### src/rtl/gpio_disp_pkg.sv
// rtl/gpio_disp_pkg.sv - shared constants and types for the GPIO seven-segment display controller
package gpio_disp_pkg;

  localparam int unsigned DIGIT_CYCLES_DEF = 4;
  localparam int unsigned BLINK_FRAMES_DEF = 8;

  localparam int unsigned CTRL_SEL_BIT = 4;
  localparam int unsigned CTRL_ERR_BIT = 0;

  // Active-low glyphs, bit order {g,f,e,d,c,b,a}
  localparam logic [6:0] GLYPH_BLANK = 7'b1111111;
  localparam logic [6:0] GLYPH_E     = 7'b0000110;
  localparam logic [6:0] GLYPH_R     = 7'b0101111;

  typedef struct packed {
    logic [31:0] data;
    logic        sel;
    logic        err;
  } shadow_t;

  function automatic logic [6:0] err_glyph(input logic [1:0] digit);
    logic [6:0] g;
    case (digit)
      2'd3:       g = GLYPH_E;
      2'd2, 2'd1: g = GLYPH_R;
      default:    g = GLYPH_BLANK;
    endcase
    return g;
  endfunction

endpackage

### src/rtl/gpio_disp_ctrl_if.sv
// rtl/gpio_disp_ctrl_if.sv - SoC GPIO words in, multiplexed seven-segment drives out
interface gpio_disp_ctrl_if;

  logic [31:0] gp_data;
  logic [31:0] gp_ctrl;
  logic [3:0]  an;
  logic [6:0]  seg;
  logic        dp;
  logic        frame_tick;

  modport master (output gp_data, gp_ctrl, input an, seg, dp, frame_tick);
  modport slave  (input gp_data, gp_ctrl, output an, seg, dp, frame_tick);

endinterface

### src/rtl/hex7seg_dec.sv
// rtl/hex7seg_dec.sv - nibble to active-low seven-segment glyph, lowercase b and d
module hex7seg_dec
  import gpio_disp_pkg::*;
(
  input  logic [3:0] nibble_i,
  output logic [6:0] seg_o
);

  always_comb begin
    seg_o = GLYPH_BLANK;
    case (nibble_i)
      4'h0: seg_o = 7'b1000000;
      4'h1: seg_o = 7'b1111001;
      4'h2: seg_o = 7'b0100100;
      4'h3: seg_o = 7'b0110000;
      4'h4: seg_o = 7'b0011001;
      4'h5: seg_o = 7'b0010010;
      4'h6: seg_o = 7'b0000010;
      4'h7: seg_o = 7'b1111000;
      4'h8: seg_o = 7'b0000000;
      4'h9: seg_o = 7'b0010000;
      4'hA: seg_o = 7'b0001000;
      4'hB: seg_o = 7'b0000011;
      4'hC: seg_o = 7'b1000110;
      4'hD: seg_o = 7'b0100001;
      4'hE: seg_o = 7'b0000110;
      4'hF: seg_o = 7'b0001110;
      default: seg_o = GLYPH_BLANK;
    endcase
  end

endmodule

### src/rtl/gpio_disp_ctrl.sv
// rtl/gpio_disp_ctrl.sv - scans four digits from a frame-captured copy of the GPIO words
// and blinks an "Err" message while the captured error flag is set.
module gpio_disp_ctrl
  import gpio_disp_pkg::*;
#(
  parameter int unsigned DIGIT_CYCLES = DIGIT_CYCLES_DEF,
  parameter int unsigned BLINK_FRAMES = BLINK_FRAMES_DEF
) (
  input  logic            clk,
  input  logic            rst,
  gpio_disp_ctrl_if.slave bus
);

  localparam int unsigned CW = (DIGIT_CYCLES > 1) ? $clog2(DIGIT_CYCLES) : 1;
  localparam int unsigned FW = (BLINK_FRAMES > 1) ? $clog2(BLINK_FRAMES) : 1;
  localparam logic [CW-1:0] CYC_LAST   = CW'(DIGIT_CYCLES - 1);
  localparam logic [FW-1:0] FRAME_LAST = FW'(BLINK_FRAMES - 1);

  logic [CW-1:0] cyc_cnt_q, cyc_cnt_d;
  logic [1:0]    digit_q, digit_d;
  logic [FW-1:0] frame_cnt_q, frame_cnt_d;
  logic          blink_q, blink_d;
  shadow_t       shadow_q, shadow_d;
  logic          tick_q;

  logic          cyc_wrap;
  logic          capture;
  logic          frame_wrap;
  logic [15:0]   half;
  logic [3:0]    nibble;
  logic [6:0]    hex_glyph;
  logic          unused_ctrl;

  assign cyc_wrap   = (cyc_cnt_q == CYC_LAST);
  assign capture    = cyc_wrap && (digit_q == 2'd3);
  assign frame_wrap = (frame_cnt_q == FRAME_LAST);

  // Inputs only ever reach the display through the shadow copy taken at a frame boundary
  always_comb begin
    cyc_cnt_d   = cyc_wrap ? '0 : cyc_cnt_q + 1'b1;
    digit_d     = cyc_wrap ? digit_q + 2'd1 : digit_q;
    frame_cnt_d = frame_cnt_q;
    blink_d     = blink_q;
    shadow_d    = shadow_q;
    if (capture) begin
      frame_cnt_d   = frame_wrap ? '0 : frame_cnt_q + 1'b1;
      blink_d       = blink_q ^ frame_wrap;
      shadow_d.data = bus.gp_data;
      shadow_d.sel  = bus.gp_ctrl[CTRL_SEL_BIT];
      shadow_d.err  = bus.gp_ctrl[CTRL_ERR_BIT];
    end
  end

  always_ff @(posedge clk or negedge rst) begin
    if (!rst) begin
      cyc_cnt_q   <= '0;
      digit_q     <= '0;
      frame_cnt_q <= '0;
      blink_q     <= 1'b1;
      shadow_q    <= '0;
      tick_q      <= 1'b0;
    end else begin
      cyc_cnt_q   <= cyc_cnt_d;
      digit_q     <= digit_d;
      frame_cnt_q <= frame_cnt_d;
      blink_q     <= blink_d;
      shadow_q    <= shadow_d;
      tick_q      <= capture;
    end
  end

  assign half   = shadow_q.sel ? shadow_q.data[31:16] : shadow_q.data[15:0];
  assign nibble = half[{digit_q, 2'b00} +: 4];

  hex7seg_dec u_dec (
    .nibble_i (nibble),
    .seg_o    (hex_glyph)
  );

  assign bus.an         = ~(4'b0001 << digit_q);
  assign bus.seg        = !shadow_q.err ? hex_glyph
                        : (blink_q ? err_glyph(digit_q) : GLYPH_BLANK);
  assign bus.dp         = ~((digit_q == 2'd0) && shadow_q.sel);
  assign bus.frame_tick = tick_q;

  assign unused_ctrl = ^{bus.gp_ctrl[31:5], bus.gp_ctrl[3:1]};

endmodule

### src/flat_wrapper.sv
// flat-port wrapper written by rule: the top's interface ports become plain ports
module gpio_disp_ctrl_flat import gpio_disp_pkg::*;
#(
  parameter int unsigned DIGIT_CYCLES = DIGIT_CYCLES_DEF,
  parameter int unsigned BLINK_FRAMES = BLINK_FRAMES_DEF
)
  (clk, rst, bus_gp_data, bus_gp_ctrl, bus_an, bus_seg, bus_dp, bus_frame_tick);
  gpio_disp_ctrl_if bus_i ();
  input  logic clk;
  input  logic rst;
  input wire logic [$bits(bus_i.gp_data)-1:0] bus_gp_data;
  input wire logic [$bits(bus_i.gp_ctrl)-1:0] bus_gp_ctrl;
  output wire logic [$bits(bus_i.an)-1:0] bus_an;
  output wire logic [$bits(bus_i.seg)-1:0] bus_seg;
  output wire logic [$bits(bus_i.dp)-1:0] bus_dp;
  output wire logic [$bits(bus_i.frame_tick)-1:0] bus_frame_tick;
  assign bus_i.gp_data = bus_gp_data;
  assign bus_i.gp_ctrl = bus_gp_ctrl;
  assign bus_an = bus_i.an;
  assign bus_seg = bus_i.seg;
  assign bus_dp = bus_i.dp;
  assign bus_frame_tick = bus_i.frame_tick;
  gpio_disp_ctrl #(.DIGIT_CYCLES(DIGIT_CYCLES), .BLINK_FRAMES(BLINK_FRAMES)) u_core (.clk(clk), .rst(rst), .bus(bus_i));
endmodule
### config.mk
export PLATFORM = sky130hd
export DESIGN_NAME = gpio_disp_ctrl_flat
export DESIGN_NICKNAME = d
export VERILOG_FILES = /design/src/rtl/gpio_disp_pkg.sv /design/src/rtl/gpio_disp_ctrl_if.sv /design/src/rtl/hex7seg_dec.sv /design/src/rtl/gpio_disp_ctrl.sv /design/src/flat_wrapper.sv
export SDC_FILE = /design/constraint.sdc
export NUM_CORES = 1
export LEC_CHECK = 0
export BUFFER_PORTS_ARGS = -buffer_cell sky130_fd_sc_hd__buf_4
export CORE_MARGIN = 3
export CORE_UTILIZATION = 40
export DETAILED_ROUTE_END_ITERATION = 8
export PLACE_DENSITY = 0.74
export RECOVER_POWER = 50
export SYNTH_ARGS = -nofsm -noshare
export SYNTH_HDL_FRONTEND = slang
export SYNTH_HIERARCHICAL = 1
export SYNTH_SLANG_ARGS = --single-unit
### constraint.sdc
create_clock -name clk -period 3.8 [get_ports clk]
set_input_delay 1.14 -clock clk [delete_from_list [all_inputs] [get_ports clk]]
set_output_delay 1.14 -clock clk [all_outputs]
set_load 0.005 [all_outputs]
==> results.yml <==
global_route:
  grtUsageTotal_pct: 14.85
  grt_pass1_wl_um: 7272
  antenna_found_initial: 0
  grt_pass1_vias: 1502
  grt_overflow: 0
  grt_max_degree: 44
worst_setup_path:
  cp.required_ns: 2.66
  crit_path_end_kind: "primary output"
  start_kind: "flop"
  r2r.worst_path.cells: 4
  path_buf_inv: 2
  cp.arrival_ns: 2.71
  cp_num_cells: 8
  crit_start: "u_core/shadow_q[1]"
  r2r_start: "u_core/digit_q[0]"
  max_stage_delay_ns: 0.53
  crit_fanout: 6
  path_class: "reg2out"
  critical_path.slowest_cell: "mux4_2"
  cp_top_family: "multiplexers"
  cp_cell_sequence: "mux4_2 > mux2_4 > buf_6 > ha_4 > mux2_4 > a22o_1 > o22a_1 > buf_4"
  cpMostUsedCell: "mux2_4"
finish:
  drive_gt1_share_pct: 59.39
  finalNetCount: 309
  fillers: 468
  fin_cells: 299
  antenna_cells: 0
  area_growth_pct: 31.37
  final_area_um2: 3018
  final_util_pct: 56.57
synth:
  ys_top_cells_by_area: "dfrtp_1 46%, mux2_2 21%, mux4_1 10%"
  synthTopCellsByCount: "42 x dfrtp_1, 42 x mux2_2, 15 x ha_1"
  synth_simple_gate_area_share_pct: 3.704
  synth_compound_area_share_pct: 3.813
  ys_seq_area_share_pct: 46.90
  synthFlopType: "dfrtp_1"
  synth_top_family_by_area: "multiplexers"
  async_reset_ff_share_pct: 100.0
  netlist.area_leader.share_pct: 45.75
  synth_mux_area_share_pct: 32.63
  syn_area_per_cell_um2: 14.01
  ys_types: 25
  synth_area_um2: 2297
  synthCells: 164
  syn-num-nets: 245
  synth_edf_count: 0
  ys_ff_latch: 43
  yosys.area.top_type: "dfrtp_1"
  yosysWarningCount: 6
  synthXorXnorAreaFrac_pct: 0.7625
  synth-adder-area-share_pct: 8.170
clocking:
  cts.sinks: 43
  clockBufferDepth: 2
  cts_tree: "built"
  cts_made_buffers: 5
  h-tree-depth: 2
  clk_latency_ns: 0.30
  holdBufCountCts: 0
  root_buffer: "clkbuf_8"
  cts.clk_slew.worst_paths_ns: 0.08
sta:
  max_freq_mhz: 259.7
  final.min_clock_period_ns: 3.851
  fin_tns_setup_ns: -0.1507
  setup_viol: 4
  max-slew-margin-rel_pct: -49.53
  rsz0062_at_grt: "true"
  finalHoldViolations: 0
  fin_crit_sh_pct: 101.3
  worst_slack_ns: -0.05118
  worstMarginPinSlew_ns: 2.243
  finClkSkew_ns: 0.004676
  final_max_slew_viol_count: 44
die:
  die_width_um: 81.78
  fp.coreArea_um2: 5335
  initial_utilization_pct: 43.06
  rows: 26
  pin_count: 79
  die_area_um2: 6688
  fp.dieH_um: 81.78
job:
  cap_violations: 1
routing:
  drtIter0Drc: 44
  num_vias: 1467
  postRouteAntennaNets: 0
  via_per_inst: 4.906
  drt_wl_total_um: 4436
  routedWlPerCell_um: 14.84
  drt_first_pass_iters: 4
  drc: 0
place:
  dp.cells: 283
  dp_hpwl_um: 3090
  place_congestion: 0.7393
  dpl_cell_area_um2: 2765
  io_buffer_count: 48
worst_hold_path:
  min-delay-start: "u_core/cyc_cnt_q[0]"
  whs_path_depth: 1
  min_path_type: "reg2reg"
power_and_ir_drop:
  power_leakage_nw: 1.388
  powerDensity_nw_per_um2: 310.0
  peakVddDrop_v: 0.0002451
status:
  violations: "capacitance limit, slew limit, setup timing"
  outcome: "finished, violations left"
-- routing by layer --
layer / track usage [%] / vias up / share of wire (%)
met3: 5.811 / 5 / 8.0
li1: - / 715 / -
met2: 22.70 / 46 / 47
met5: 0 / - / 0
met1: 19.14 / 701 / 44
met4: 5.316 / 0 / 1.2
-- logic make-up after synthesis --
family,count (synthesis)
compound gates,12
xor+xnor,2
fa+ha+maj,15
buf+inv,19
flops,43
mux,55
simple gates,18
-- placed cells by master, fill, tap and decap left out, drive strengths merged, types with 2 or more instances in the layout --
master   n
nor2     7
nand3    2
nand2    5
o21a     3
inv     10
a22o     2
mux2i    4
clkbuf   8
buf     65
or2      2
o22a     2
mux4     9
mux2    42
dfrtp   42
ha      15
o21ai    3
-- flip-flops by register name, indices dropped and copies added, names as in the netlist --
signal                 flops
u_core/cyc_cnt_q           2
u_core/digit_q             2
u_core/bus.frame_tick      1
u_core/frame_cnt_q         3
u_core/blink_q             1
u_core/shadow_q           34
-- what timing repair did --
item / in CTS / in global routing
pin swaps: 3 / 5
setup buffers: 7 / 2
resized for setup: 26 / 12
endpoints found under the setup margin: 7 / 7
-- cell type report --
| type | instances | area (µm²) | area share (%) |
|---|---|---|---|
| clock buffer | 7 | 76.32 | 2.529 |
| inverter | 10 | 42.54 | 1.410 |
| timing repair buffer | 66 | 526.8 | 17.45 |
| tap | 70 | 87.58 | 2.902 |
| sequential | 43 | 1079 | 35.74 |
| clock inverter | 1 | 5.005 | 0.1658 |
| multi-input combinational | 102 | 1201 | 39.80 |
-- report_power, final --
part	switching [mW]	leakage [nW]	internal (mW)
Clock	0.149	0.0422	0.129
Combinational	0.0618	0.843	0.108
Sequential	0.0117	0.503	0.476
-- final timing paths --
| check | end | slack, ns |
|---|---|---|
| worst max-delay path | bus_seg[6] | -0.05 |
| worst min-delay path | u_core/cyc_cnt_q[0] | 0.44 |
| worst max register to register | u_core/shadow_q[17] | 1.62 |
| worst min register to register | u_core/cyc_cnt_q[0] | 0.44 |
| max in group asynchronous | u_core/shadow_q[1] | 0.86 |
| min in group asynchronous | u_core/shadow_q[13] | 1.50 |
-- stage by stage --
stage / power, mW / setup slack, ns / hold WS (ns)
after CTS: 0.9343 / -0.08125 / 0.4330
after global routing: 0.9880 / -0.1479 / 0.4465
after floorplan: 0.5643 / 0.2936 / 0.4031
after global placement: 0.6292 / 0.05827 / 0.4177
final: 0.9356 / -0.05118 / 0.4352
after detailed placement: 0.6324 / 0.04516 / 0.4196
No activity file was read; power rests on OpenSTA's default activity.
